## src/rtl/ntt_pkg.sv

```systemverilog
// Shared types and width constants for the NTT operand feeder.
// DATA_SIZE_ARB gives the coefficient width and defaults to 32 when the build does not set it.
`ifndef DATA_SIZE_ARB
`define DATA_SIZE_ARB 32
`endif

package ntt_pkg;
    localparam int DATA_SIZE = `DATA_SIZE_ARB;

    typedef enum logic [1:0] {
        IDLE  = 2'd0,
        ISSUE = 2'd1,
        DRAIN = 2'd2,
        DONE  = 2'd3
    } ntt_state_t;
endpackage

```

## src/rtl/ntt_delay_line.sv

```systemverilog
// Fixed-depth shift register that carries butterfly write-back information.
// Asynchronous active-low reset clears every stage, so no write survives a reset.
module ntt_delay_line #(
    parameter int WIDTH = 8,
    parameter int DEPTH = 4
) (
    input  logic             clk,
    input  logic             reset,
    input  logic [WIDTH-1:0] din,
    output logic [WIDTH-1:0] dout
);
    logic [WIDTH-1:0] pipe [DEPTH];

    always_ff @(posedge clk or negedge reset) begin
        if (!reset) begin
            for (int i = 0; i < DEPTH; i++) pipe[i] <= '0;
        end else begin
            pipe[0] <= din;
            for (int i = 1; i < DEPTH; i++) pipe[i] <= pipe[i-1];
        end
    end

    assign dout = pipe[DEPTH-1];
endmodule

```

## src/rtl/ntt_operand_feeder.sv

```systemverilog
// Forward NTT read/write-back address scheduler feeding a PE_Tilde butterfly unit.
// Optional macro NTT_INV_EN adds inv_i, which offsets twiddle addresses by N for the inverse.
`ifndef DATA_SIZE_ARB
`define DATA_SIZE_ARB 32
`endif

// Handshake: start_i is taken on its rising edge in IDLE only; pe_valid_o and wr_en_o
// are single-cycle qualifiers with no back-pressure; done_o pulses once per schedule.
module ntt_operand_feeder
    import ntt_pkg::*;
#(
    parameter int N      = 256,
    parameter int LOGN   = $clog2(N),
    parameter int DATA_W = `DATA_SIZE_ARB,
    parameter int PE_LAT = 3
) (
    input  logic              clk,
    input  logic              reset,
    input  logic              start_i,
`ifdef NTT_INV_EN
    input  logic              inv_i,
`endif
    output logic              busy_o,
    output logic              done_o,
    output logic [LOGN-1:0]   coef_raddr_top_o,
    output logic [LOGN-1:0]   coef_raddr_bot_o,
    output logic [LOGN:0]     tw_raddr_o,
    input  logic [DATA_W-1:0] coef_rdata_top_i,
    input  logic [DATA_W-1:0] coef_rdata_bot_i,
    input  logic [DATA_W-1:0] tw_rdata_i,
    output logic [DATA_W-1:0] data_top_o,
    output logic [DATA_W-1:0] data_bot_o,
    output logic [DATA_W-1:0] twiddle_o,
    output logic              pe_valid_o,
    output logic              wr_en_o,
    output logic [LOGN-1:0]   wr_addr_top_o,
    output logic [LOGN-1:0]   wr_addr_bot_o,
    output ntt_state_t        state_o
);
    localparam int DL_W = 2 + 2 * LOGN;

    ntt_state_t      state, state_nxt;
    logic [LOGN-1:0] stage, bfly;
    logic            start_q, inv_q, issue, issue_q, last_q, wr_last;
    logic            last_bfly, last_stage, drain_exit;
    logic [LOGN-1:0] sh, m_c, g_c, j_c, top_c, bot_c;
    logic [LOGN:0]   tw_c;
    logic [DL_W-1:0] dl_out;

    assign last_bfly  = (bfly == LOGN'(N / 2 - 1));
    assign last_stage = (stage == LOGN'(LOGN - 1));
    assign drain_exit = (state == DRAIN) && wr_en_o && wr_last;

    always_comb begin
        state_nxt = state;
        issue     = 1'b0;
        case (state)
            IDLE:  if (start_i && !start_q) state_nxt = ISSUE;
            ISSUE: begin
                issue = 1'b1;
                if (last_bfly) state_nxt = DRAIN;
            end
            DRAIN: if (drain_exit) state_nxt = last_stage ? DONE : ISSUE;
            DONE:  state_nxt = IDLE;
            default: state_nxt = IDLE;
        endcase
    end

    // Span m = N>>(s+1) is formed as 1<<sh so g and j reduce to shift and mask.
    always_comb begin
        sh    = LOGN'(LOGN - 1) - stage;
        m_c   = LOGN'(1) << sh;
        g_c   = bfly >> sh;
        j_c   = bfly & (m_c - LOGN'(1));
        top_c = (g_c << (sh + LOGN'(1))) | j_c;
        bot_c = top_c + m_c;
        tw_c  = ((LOGN+1)'(1) << stage) + {1'b0, g_c};
        if (inv_q) tw_c = tw_c + (LOGN+1)'(N);
    end

    always_ff @(posedge clk or negedge reset) begin
        if (!reset) begin
            state            <= IDLE;
            stage            <= '0;
            bfly             <= '0;
            start_q          <= 1'b0;
            inv_q            <= 1'b0;
            issue_q          <= 1'b0;
            last_q           <= 1'b0;
            pe_valid_o       <= 1'b0;
            coef_raddr_top_o <= '0;
            coef_raddr_bot_o <= '0;
            tw_raddr_o       <= '0;
        end else begin
            state      <= state_nxt;
            start_q    <= start_i;
            issue_q    <= issue;
            last_q     <= issue && last_bfly;
            pe_valid_o <= issue_q;
            if (state == IDLE && start_i && !start_q) begin
                stage <= '0;
                bfly  <= '0;
`ifdef NTT_INV_EN
                inv_q <= inv_i;
`else
                inv_q <= 1'b0;
`endif
            end
            if (issue) begin
                coef_raddr_top_o <= top_c;
                coef_raddr_bot_o <= bot_c;
                tw_raddr_o       <= tw_c;
                bfly             <= last_bfly ? '0 : bfly + LOGN'(1);
            end
            if (drain_exit) stage <= last_stage ? '0 : stage + LOGN'(1);
        end
    end

    // One extra stage covers the RAM read cycle between address and pe_valid_o.
    ntt_delay_line #(
        .WIDTH (DL_W),
        .DEPTH (PE_LAT + 1)
    ) u_wb_delay (
        .clk   (clk),
        .reset (reset),
        .din   ({issue_q, last_q, coef_raddr_top_o, coef_raddr_bot_o}),
        .dout  (dl_out)
    );

    assign wr_en_o       = dl_out[DL_W-1];
    assign wr_last       = dl_out[DL_W-2];
    assign wr_addr_top_o = dl_out[2*LOGN-1:LOGN];
    assign wr_addr_bot_o = dl_out[LOGN-1:0];

    assign data_top_o = pe_valid_o ? coef_rdata_top_i : '0;
    assign data_bot_o = pe_valid_o ? coef_rdata_bot_i : '0;
    assign twiddle_o  = pe_valid_o ? tw_rdata_i : '0;
    assign busy_o     = (state == ISSUE) || (state == DRAIN);
    assign done_o     = (state == DONE);
    assign state_o    = state;
endmodule

```

## config.mk

```make
export PLATFORM = sky130hd
export DESIGN_NAME = ntt_operand_feeder
export DESIGN_NICKNAME = d
export VERILOG_FILES = /design/src/rtl/ntt_pkg.sv /design/src/rtl/ntt_delay_line.sv /design/src/rtl/ntt_operand_feeder.sv
export SDC_FILE = /design/constraint.sdc
export NUM_CORES = 1
export LEC_CHECK = 0
export ABC_AREA = 1
export ABC_CLOCK_PERIOD_IN_PS = 6700
export CAP_MARGIN = 10
export CORE_AREA = 2 2 119 121
export DETAILED_ROUTE_END_ITERATION = 6
export DIE_AREA = 0 0 121 123
export GPL_ROUTABILITY_DRIVEN = 0
export GPL_TIMING_DRIVEN = 0
export PLACE_DENSITY = 0.93
export SYNTH_ARGS = -nofsm -noshare
export SYNTH_HDL_FRONTEND = slang
export SYNTH_SLANG_ARGS = --single-unit
```

## constraint.sdc

```tcl
create_clock -name clk -period 6.7 [get_ports clk]
set_input_delay 0.67 -clock clk [delete_from_list [all_inputs] [get_ports clk]]
set_output_delay 0.67 -clock clk [all_outputs]
set_load 0.02 [all_outputs]
```

### Word level (Yosys, flattened, before mapping)

Index checks and enable logic that the tools add are counted.

| operators by class | value |
|---|---|
| reductions and logical operators | 12 |
| add/sub/neg operators | 7 |
| shift-type cells | 4 |
| muxes and demuxes | 14 |
| bitwise logic cells | 2 |
| equality and inequality tests | 8 |

Operator list:

| operator | number |
|---|---|
| $mux 32 | 3 |
| $mux 8 | 5 |
| $add 8x1->8 const B | 3 |
| $add 9x8->9 | 1 |
| $shl 1x8->9 const A | 1 |
| $add 8x8->8 | 1 |
| $and 8x8->8 | 1 |
| $eq 8x3->1 const B | 1 |
| $eq 8x7->1 const B | 1 |
| $mux 2 | 4 |
| $or 8x8->8 | 1 |
| $pmux 2 s4 | 1 |
| $shl 1x8->8 const A | 1 |
| $shl 8x8->8 | 1 |
| $shr 8x8->8 | 1 |
| $sub 3x8->8 const A | 1 |
| $sub 8x1->8 const B | 1 |
| $logic_and 1x1->1 | 6 |
| $ne 2x2->1 const B | 3 |
| $eq 2x2->1 const B | 2 |
| $reduce_bool 2->1 | 2 |
| $reduce_and 3->1 | 1 |
| $eq 2x1->1 const B | 1 |
| $logic_not 2->1 | 1 |
| 3 further kinds | 3 |

| storage, ports and cells | value |
|---|---|
| logic and storage cells | 61 |
| output and inout bits | 143 |
| input port bits | 99 |
| register bits after elaboration | 119 |

### Longest topological paths before layout

Gate-level depths: netlist (run 1).

| logic depth | value |
|---|---|
| depth after elaboration | 6 |
| gate-level depth with buffers | 32 |
| gate-level depth less buffers | 31 |

### Modules after synthesis

Synthesis (run 1) repeated with hierarchy kept, for this count alone.

| second synthesis, totals | value |
|---|---|
| cells, all modules | 800 |
| area, all modules | 6446.2 sq um |

By module, submodules not included:

| module | area an instance (sq um) | instances | cells an instance | seq. area each (sq um) |
|---|---|---|---|---|
| ntt_operand_feeder | 4509.3 | 1 | 710 | 1176.1 |
| ntt_delay_line | 1936.9 | 1 | 90 | 1801.7 |

### Worst setup path before layout (run 1)

No wires, ideal clock.

| timing path | value |
|---|---|
| path type | register to register |
| start | register stage[3] |
| end | register coef_raddr_bot_o[7] |
| buffers on the path | 1 |
| setup slack | 2862 ps |
| period minus slack after synthesis | 3838 ps |
| stages on the path, launching flop included | 31 |
| data arrival time | 3721 ps |
| data required time | 6583 ps |
| cells stage by stage | dfrtp_1 buf_2 inv_1 ha_1 inv_1 nand2_1 nand2_1 nand2_2 nor2_4 nand2_1 nor2_1 inv_1 nor2_1 inv_1 nor2_1 inv_1 ha_1 inv_1 nor2_1 o21ai_1 nor2_1 inv_1 a21oi_1 a31o_2 ha_1 a21oi_1 nor2_1 a211oi_1 nand3_1 nand3_1 nand2_1 |

| on the way | value |
|---|---|
| longest elaborated chain between the ends | 6 |
| elaborated cells on any way between the ends | 9 |
| classes of those cells | add/sub: 4; shift: 3; bitwise: 2 |

RTL lines:

| what | line | RTL |
|---|---|---|
| start, declared | ntt_operand_feeder.sv:43 | `logic [LOGN-1:0] stage, bfly;` |
| start signal, assigned | ntt_operand_feeder.sv:115 | `if (drain_exit) stage <= last_stage ? '0 : stage + LOGN'(1);` |
| $sub 3x8->8 (*) | ntt_operand_feeder.sv:71 | `sh = LOGN'(LOGN - 1) - stage;` |
| branches (longest 3 deep; another with $add 8x1->8) | - |  |
| $or 8x8->8 (*) | ntt_operand_feeder.sv:75 | `top_c = (g_c << (sh + LOGN'(1))) \| j_c;` |
| via top_c[4] | ntt_operand_feeder.sv:46 | `logic [LOGN-1:0] sh, m_c, g_c, j_c, top_c, bot_c;` |
| $add 8x8->8 (*) | ntt_operand_feeder.sv:76 | `bot_c = top_c + m_c;` |
| end signal, assigned | ntt_operand_feeder.sv:111 | `coef_raddr_bot_o <= bot_c;` |
| end, declared | ntt_operand_feeder.sv:26 | `output logic [LOGN-1:0] coef_raddr_bot_o,` |

Mark *: on every way through the listed nets, which the timed path passes.
A chain may end at the register's enable or synchronous reset.

### Final worst setup path (run 1)

Same ends and word-level chain as after synthesis.

==> run summary, run 1 <==
period utilization -> 0.679
port bufs -> 241
reg-to-reg critical path startpoint -> stage[3]
CTS Buf Count -> 17
largest net degree at the start of global routing -> 68
Worst Setup End Kind -> register
syn_nets -> 949
initial antenna violation count -> 0
Highest Clock Rate -> 220 MHz
worst hold path class -> input pin to async pin
Post-Synthesis Cells -> 822
fin. max-slew vios -> 0
Worst EP required -> 7050 ps
worst-margin pin slew -> 688 ps
Top delay family on crit path -> simple AND/OR/NAND/NOR gates
Syn-to-layout area delta -> 51.4%
detailed-route DRC error count -> 0
Slew HR -> 0.538
CP max-delay cell -> dfrtp_1
Avg Cell Area, Syn -> 7.76 sq um
DR iter-0 viols -> 537
DR vias -> 6396
global-route wire length before repair -> 31700 microns
clock sink count -> 118
setup tns final -> 0 ps
diode count -> 0
warnings from Yosys -> 0
nets -> 1210
Tot Pwr -> 0.00368 W
die area -> 14900 sq um
CP Buf/Inv Count -> 8
status -> finished clean
Clock transition at path regs -> 50 ps
detailed-route wire length per cell -> 16.5 microns
Distinct cells, synth -> 41
worst setup path class -> register to register
worst-path fanout max -> 10
Cell Rows -> 43
endpoints failing setup -> 0
DR pass1 iterations -> 5
number of I/O pins -> 242
Critical Path Start -> stage[3]
area occupied by multi-input gates -> 2570 sq um
detailed-route wire length -> 21000 microns
Antenna Violating Nets Remaining -> 0
met2 routed wirelength -> 10900 microns
Detailed Place HPWL -> 16200 microns
Pleak -> 5.13 nW
Post-Synthesis Cell Area -> 6380 sq um
Crit path arrival time -> 4900 ps
CTS tree -> yes
Via density -> 5.01
gr usage total -> 0.280
die height -> 123 microns
flops & latches, synth -> 118
Critical Path Source Type -> register
clk_lat worst skew -> 410 ps
CP max stage delay -> 370 ps
die width -> 121 microns
Filler cells -> 973
post-CTS resize count -> 0
CP most frequent cell -> inv_1
sequential area share after synthesis -> 0.463
CTS Hold Bufs -> 0
Initial Utilization -> 0.469
GRT Residual Overflow -> 0
final worst path period need -> 4550 ps
H-tree depth -> 4
Max IR drop VDD -> 0.197 mV
pwr dens -> 381 nW/um^2
Core Footprint -> 13600 sq um
RSZ-0062 raised after global routing -> false
Root Driver -> clkbuf_16
max_cap viols -> 0
clk_skew -> 12.4 ps
WL met1 -> 7770 microns
max layer used -> met4
met3 WL -> 1520 microns
number of global-route vias before repair -> 6206
register area -> 2950 sq um
Post-CTS Setup Bufs -> 0
final hold vios -> 0
CTS max path bufs -> 2
layout cell share with drive strength beyond 1 -> 0.0766
[Yosys cell counts (all sizes together)]
library cell  number  area [sq um]
a211oi             2          15.0
a21o               1          7.51
a21oi             19          95.1
a22oi              1          7.51
a31o               1          8.76
a31oi              3          18.8
and2               1          6.26
and3               1          6.26
buf               31           200
clkbuf            13          48.8
clkinv             2          7.51
dfrtp            118          2950
fa                 2          40.0
ha                26           325
inv              159           597
nand2            234           906
nand3             57           305
nand4              9          56.3
nor2              61           249
nor3               9          50.1
nor3b              1          7.51
nor4               3          18.8
o211ai             1          7.51
o21ai             31           159
o21bai             1          7.51
o22ai             10          62.6
o31ai              3          22.5
o32ai              4          35.0
xnor2              3          26.3
xor2              15           131
[flip-flops by register name (all words and copies together) (netlist names)]
register          flops
coef_raddr_top_o      8
state_o               2
stage                 8
pe_valid_o            1
bfly                  8
issue_q               1
last_q                1
coef_raddr_bot_o      8
u_wb_delay.dout      18
tw_raddr_o            9
u_wb_delay.pipe      53
start_q               1
[area by class of cell]
type	instances	share of cell area
Sequential cell	118	0.306
Multi-Input combinational cell	499	0.267
Timing Repair Buffer	242	0.252
Inverter	161	0.0626
Clock buffer	18	0.0455
Buffer	44	0.0258
Tap cell	180	0.0233
Clock inverter	14	0.0181
[metrics by stage]
step	hold WS [ps]	cells	utilization	instance area (sq um)	setup slack, ps
floorplan	331	822	-	6380	2860
global placement	331	1243	0.663	9020	777
detailed placement	335	1244	0.664	9040	2300
CTS	311	1276	0.710	9660	2250
global route	345	1276	0.710	9660	1720
finish	291	1276	0.710	9660	2150
[power breakdown]
group / internal, W / switching (W) / leakage, nW
clock: 0.000597 / 0.000334 / 0.293
sequential: 0.000958 / 0.000140 / 1.57
combinational: 0.000702 / 0.000954 / 3.27
total: 0.00226 / 0.00143 / 5.13
[worst paths after layout]
path | end | slack, ps | depth (start not counted)
min in group clk | u_wb_delay.pipe[45] | 340 | 0
setup / recovery | coef_raddr_bot_o[7] | 2150 | 31
setup reg to reg | coef_raddr_bot_o[7] | 2150 | 31
max in group asynchronous | bfly[0] | 5670 | 2
hold / removal | tw_raddr_o[4] | 290 | 1
hold reg to reg | u_wb_delay.pipe[45] | 340 | 0
[metal layers]
metal,GRT usage,vias up
li1,-,3039
met1,0.308,2997
met2,0.507,297
met3,0.0706,63
met4,0.128,0
met5,0,-
[cells in the final DEF (no fill, tap or decap), types with 3 or more instances in the layout]
master,synthesis,layout
clkdlybuf4s50_1,0,240
nand2_1,223,223
inv_1,156,156
dfrtp_1,118,118
nor2_1,57,57
nand3_1,53,53
ha_1,26,26
o21ai_0,25,25
a21oi_1,19,19
buf_4,16,17
clkbuf_16,0,17
xor2_1,15,15
clkbuf_1,13,13
nand2_2,11,11
o22ai_1,10,10
nand4_1,9,9
nor3_1,8,8
buf_2,7,7
buf_1,6,6
o21ai_1,5,5
nand3_2,4,4
o32ai_1,4,4
clkinv_4,0,4
inv_2,3,3
xnor2_1,3,3
nor4_1,3,3
a31oi_1,3,3
o31ai_1,3,3
clkinvlp_4,0,3
bufinv_16,0,3
[logic make-up after synthesis]
kind of cell,synth area share
buffers and inverters,0.134
AO/OA/AOI/OAI,0.0700
adder cells (fa/ha/maj),0.0573
flip-flops,0.463
XOR/XNOR,0.0247
AND/OR/NAND/NOR,0.252
[worst reg2reg max path, delay by kind of cell (launching register included)]
kind	cells	cell delay [ps]
adder cells (fa/ha/maj)	3	820
flip-flops	1	370
buffers and inverters	8	820
AO/OA/AOI/OAI	6	1000
AND/OR/NAND/NOR	14	1500
(Power assumes the default switching activity.)
==> inputs of run 2 (changes only) <==
--- a/config.mk
+++ b/config.mk
@@ -6,14 +6,14 @@
 export NUM_CORES = 1
 export LEC_CHECK = 0
 export ABC_AREA = 1
-export ABC_CLOCK_PERIOD_IN_PS = 6700
+export ABC_CLOCK_PERIOD_IN_PS = 3750
 export CAP_MARGIN = 10
-export CORE_AREA = 2 2 119 121
+export CORE_AREA = 2 2 130 132
 export DETAILED_ROUTE_END_ITERATION = 6
-export DIE_AREA = 0 0 121 123
+export DIE_AREA = 0 0 132 134
 export GPL_ROUTABILITY_DRIVEN = 0
 export GPL_TIMING_DRIVEN = 0
-export PLACE_DENSITY = 0.93
+export PLACE_DENSITY = 0.83
 export SYNTH_ARGS = -nofsm -noshare
 export SYNTH_HDL_FRONTEND = slang
 export SYNTH_SLANG_ARGS = --single-unit
==> constraint.sdc (replaced) <==
create_clock -name clk -period 3.75 [get_ports clk]
set_input_delay 0.375 -clock clk [delete_from_list [all_inputs] [get_ports clk]]
set_output_delay 0.375 -clock clk [all_outputs]
set_load 0.02 [all_outputs]
==> run 2 against run 1 <==
The flow now finishes with violations (setup timing); sequential cell count is the same; routed wire length is 1.6% lower; sequential share of layout area decreased by 1.4 points; design area up 4.7%; via count is 2.2% higher; clock-buffer cell count rose by 2; cell count up 4.7%; global-route usage down 5.7 points; power up 79%; die area increased by 19%; maximum frequency is 18% higher; worst hold slack gained 48 ps; critical path type unchanged; highest routed layer unchanged.
==> run summary, run 2 (same netlist as run 1, synthesis figures left out) <==
Critical Path Source Type -> register
final hold slack -> 339 ps
flop2flop setup slack -> -110 ps
Non-Filler Instances -> 1336
Worst Setup End Kind -> register
final hold vios -> 0
detailed-route DRC error count -> 0
Root Driver -> clkbuf_16
placed cell count -> 1284
CP max-delay cell -> dfrtp_1
Antenna Violating Nets Remaining -> 0
H-tree depth -> 4
die width -> 132 microns
WL met1 -> 7530 microns
max reg flops -> 53
DP Area -> 9100 sq um
Top delay family on crit path -> simple AND/OR/NAND/NOR gates
layout cell share with drive strength beyond 1 -> 0.136
Tot Pwr -> 0.00659 W
max_cap viols -> 0
Clock transition at path regs -> 50 ps
Worst Reg-to-Reg Cells -> 26
CP most frequent cell -> nand2_1
port bufs -> 241
fin. max-slew vios -> 0
largest net degree at the start of global routing -> 79
number of I/O pins -> 242
GRT Residual Overflow -> 0
Pleak -> 5.26 nW
Crit path depth -> 26
CTS tree -> yes
clock sink count -> 118
Cell Rows -> 47
initial antenna violation count -> 0
met2 routed wirelength -> 10400 microns
Detailed Place HPWL -> 15200 microns
setup ws final -> -113 ps
violated checks -> setup timing
met3 WL -> 1590 microns
CTS max path bufs -> 2
clk_skew -> 16.2 ps
Core Footprint -> 16300 sq um
worst hold path class -> register to register
Initial Utilization -> 0.392
commonest cells after routing, fill and taps aside -> clkdlybuf4s50_1, nand2_1, inv_1
Via density -> 4.89
die height -> 134 microns
period utilization -> 1.03
nets -> 1233
gr usage total -> 0.223
final worst path period need -> 3860 ps
CTS Buf Count -> 17
worst-path fanout max -> 5
CP endpoint -> coef_raddr_bot_o[7]
endpoints failing setup -> 2
Worst EP required -> 4050 ps
number of global-route vias before repair -> 6163
R2R Path End -> coef_raddr_bot_o[7]
pre-CTS WS -> -518 ps
leading cell type in the layout, fill and taps excluded -> clkdlybuf4s50_1
Reg with most FFs -> u_wb_delay.pipe
Highest Clock Rate -> 259 MHz
CP Buf/Inv Count -> 5
status -> finished with violations
final instance area -> 10100 sq um
die area -> 17700 sq um
reg-to-reg critical path startpoint -> stage[3]
diode count -> 0
global-route wire length before repair -> 31200 microns
Syn-to-layout area delta -> 58.5%
Crit path arrival time -> 4160 ps
CP max stage delay -> 390 ps
detailed-route wire length -> 20700 microns
DR pass1 iterations -> 6
max layer used -> met4
worst setup path class -> register to register
DR iter-0 viols -> 478
pwr dens -> 652 nW/um^2
worst-margin pin slew -> 750 ps
Critical Path Start -> stage[3]
Slew HR -> 0.496
DR vias -> 6536
Hold Path Origin -> u_wb_delay.pipe[69]
Max IR drop VDD -> 0.273 mV
RSZ-0062 raised after global routing -> true
clk_lat worst skew -> 410 ps
detailed-route wire length per cell -> 15.5 microns
-- run 2: cell types whose count changed in the layout (fill, tap and decap cells not counted), moves of 5 or more --
cell,change
buf_4,+19
nand2_1,-10
inv_1,-9
nor2_1,-9
inv_2,+7
ha_1,-6
nor2_2,+6
nand2_2,+5
nand2_4,+5
-- run 2: final cells by class --
type	count	area, sq um
tap	220	275
timing repair buffer	265	2620
fill	1319	6180
multi-input combinational	499	2810
buffer	44	265
clock inverter	9	129
sequential	118	2950
clock buffer	20	457
inverter	161	612
-- run 2: how the worst min path moves through the flow --
stage,end,slack [ps],cells past startpoint
6_report,u_wb_delay.pipe[51],340,0
5_1_grt,u_wb_delay.dout[15],340,0
4_1_cts,u_wb_delay.pipe[51],340,0
3_5_place_dp,tw_raddr_o[2],310,1
3_3_place_gp,u_wb_delay.dout[15],330,0
2_1_floorplan,bfly[0],80,0
-- run 2: timing repair --
action / in CTS / in global routing
hold buffers: 1 / 0
cloned: 0 / 1
buffers inserted: 2 / 19
resized for setup: 16 / 57
pin swaps: 2 / 26
hold endpoints to repair: 40 / 0
endpoints found under the setup margin: 10 / 10
-- run 2: routing by layer --
layer,up-vias,global-route usage
met4,0,0.103
met5,-,0
met2,361,0.398
met3,111,0.0552
met1,2973,0.250
li1,3091,-
-- run 2: per-stage QoR --
step           setup TNS [ps]  utilization
3_5_place_dp            -1670        0.559
5_1_grt                 -1300        0.621
4_1_cts                     0        0.600
6_report                 -207        0.621
3_3_place_gp          -240970        0.557
2_1_floorplan               0            -
-- run 2: power breakdown --
| group | switching [W] | leakage [nW] | total, W | internal, W |
|---|---|---|---|---|
| clock network | 0.000529 | 0.284 | 0.00159 | 0.00106 |
| registers | 0.000229 | 1.57 | 0.00194 | 0.00171 |
| logic | 0.00173 | 3.41 | 0.00306 | 0.00133 |
| total | 0.00249 | 5.26 | 0.00659 | 0.00411 |
==> inputs of run 3 (changes only) <==
--- a/config.mk
+++ b/config.mk
@@ -14,6 +14,7 @@
 export GPL_ROUTABILITY_DRIVEN = 0
 export GPL_TIMING_DRIVEN = 0
 export PLACE_DENSITY = 0.83
+export RECOVER_POWER = 25
 export SYNTH_ARGS = -nofsm -noshare
 export SYNTH_HDL_FRONTEND = slang
 export SYNTH_SLANG_ARGS = --single-unit
==> run 3 against run 2 <==
Clock power barely moved; worst setup slack worse by 13 ps; critical path type unchanged; the run ends with capacitance limit, slew limit, setup timing left; non-clock buffer count unchanged; cell count is the same; critical endpoint is now tw_raddr_o[8]; critical path depth shrank 1; die area did not move; maximum frequency decreased by 0.33%; largest cell class unchanged; highest routed layer unchanged.
==> run summary, run 3 (same netlist as run 1, synthesis figures left out) <==
status -> finished with violations
violated checks -> capacitance limit, slew limit, setup timing
worst setup path class -> register to register
Filler cells -> 1321
DR vias -> 6479
Highest Clock Rate -> 258 MHz
detailed-route wire length per cell -> 15.5 microns
final worst path period need -> 3880 ps
Clk pwr share -> 0.242
port bufs -> 241
R2R Path End -> tw_raddr_o[8]
GRT Residual Overflow -> 0
fin. max-slew vios -> 41
Tot Pwr -> 0.00659 W
Root Driver -> clkbuf_16
Sw Share -> 0.377
final hold slack -> 339 ps
max_cap viols -> 1
setup ws final -> -126 ps
DR iter-0 viols -> 476
Slew HR -> -0.515
Logic pwr share -> 0.464
P_sw -> 0.00249 W
Seq pwr share -> 0.295
DR pass1 iterations -> 6
DP Area -> 9100 sq um
commonest cells after routing, fill and taps aside -> clkdlybuf4s50_1, nand2_1, inv_1
reg-to-reg critical path startpoint -> stage[3]
largest net degree at the start of global routing -> 79
worst-path fanout max -> 5
Hold Path Origin -> u_wb_delay.pipe[69]
Via density -> 4.85
Worst Reg-to-Reg Cells -> 25
number of global-route vias before repair -> 6163
pwr dens -> 652 nW/um^2
nets -> 1233
worst hold path class -> register to register
global-route wire length before repair -> 31200 microns
Hold Path Sink -> u_wb_delay.pipe[51]
Critical Path Source Type -> register
clk_lat worst skew -> 410 ps
layout cell share with drive strength beyond 1 -> 0.135
CTS tree -> yes
pre-CTS WS -> -518 ps
Cell Rows -> 47
final instance area -> 10100 sq um
detailed-route DRC error count -> 0
H-tree depth -> 4
gr usage total -> 0.223
max reg flops -> 53
Initial Utilization -> 0.392
RSZ-0062 raised after global routing -> true
Antenna Violating Nets Remaining -> 0
placed cell count -> 1284
Non-Filler Instances -> 1336
number of I/O pins -> 242
Pleak -> 5.25 nW
CTS Buf Count -> 17
Clock transition at path regs -> 60 ps
die area -> 17700 sq um
worst-margin pin slew -> 2270 ps
endpoints failing setup -> 2
leading cell type in the layout, fill and taps excluded -> clkdlybuf4s50_1
CTS max path bufs -> 2
Worst Setup End Kind -> register
die height -> 134 microns
die width -> 132 microns
Reg with most FFs -> u_wb_delay.pipe
Worst EP required -> 4080 ps
Max IR drop VDD -> 0.278 mV
Syn-to-layout area delta -> 58.4%
clk_skew -> 13.3 ps
diode count -> 0
Int Pwr -> 0.00410 W
clock sink count -> 118
initial antenna violation count -> 0
detailed-route wire length -> 20700 microns
Crit path arrival time -> 4200 ps
Detailed Place HPWL -> 15200 microns
final hold vios -> 0
Core Footprint -> 16300 sq um
period utilization -> 1.03
Hold Path Cell Cnt -> 0
flop2flop setup slack -> -130 ps
## run 3: power by group through the flow
stage | Sequential [W] | Clock [W] | Combinational (W)
after floorplan | 0.00202 | 0 | 0.00144
after global routing | 0.00199 | 0.00169 | 0.00328
after global placement | 0.00194 | 0 | 0.00285
after CTS | 0.00195 | 0.00162 | 0.00294
after detailed placement | 0.00195 | 0 | 0.00291
final | 0.00194 | 0.00159 | 0.00306
## run 3: worst max path at each step
stage | start | cells after the start | to
2_1_floorplan | stage[3] | 30 | coef_raddr_bot_o[7]
3_3_place_gp | reset | 1 | u_wb_delay.dout[12]
3_5_place_dp | stage[3] | 30 | coef_raddr_bot_o[7]
4_1_cts | stage[4] | 32 | coef_raddr_bot_o[7]
5_1_grt | stage[4] | 25 | tw_raddr_o[8]
6_report | stage[3] | 25 | tw_raddr_o[8]
## run 3: stage by stage
stage | setup TNS, ps | util
final | -229 | 0.620
after global routing | -1300 | 0.620
after CTS | 0 | 0.600
after detailed placement | -1670 | 0.559
after global placement | -240970 | 0.557
after floorplan | 0 | -
## run 3: metal layers
layer	part of all wire	vias up	global-route usage
met4	0.054	0	0.103
met1	0.36	2946	0.250
met2	0.51	347	0.398
met5	0	-	0
li1	-	3089	-
met3	0.075	97	0.0552
## run 3: layout make-up
type                    instances  area (sq um)  area share
clock inverters                 9           129      0.0128
clock buffers                  20           457      0.0452
repair buffers                265          2610       0.258
multi-input cells             499          2810       0.278
plain buffers                  44           265      0.0262
inverters                     161           612      0.0605
well taps                     220           275      0.0272
flip-flops and latches        118          2950       0.292
## run 3: critical path, cell delays in order (launching register included)
cell	delay, ps
dfrtp_1	390
buf_6	140
inv_6	60
ha_4	180
nand2_2	70
nand2_2	90
nand2_2	70
nor2_4	150
buf_6	140
buf_4	100
nand4_1	150
nand3_1	190
nand3_1	140
nand2_2	150
inv_1	70
fa_2	420
o31ai_4	240
inv_1	80
nor2_2	120
nor2_1	50
nor2_1	140
nor2_1	90
o21bai_1	150
a21oi_1	90
xor2_1	140
o21ai_1	150
## run 3: what timing repair did
item / in CTS / in global routing
setup buffers: 2 / 19
hold buffers: 1 / 0
pin swaps: 2 / 26
setup endpoints to repair: 10 / 10
cloned: 0 / 1
resized for setup: 16 / 57
endpoints found under the hold margin: 40 / 0
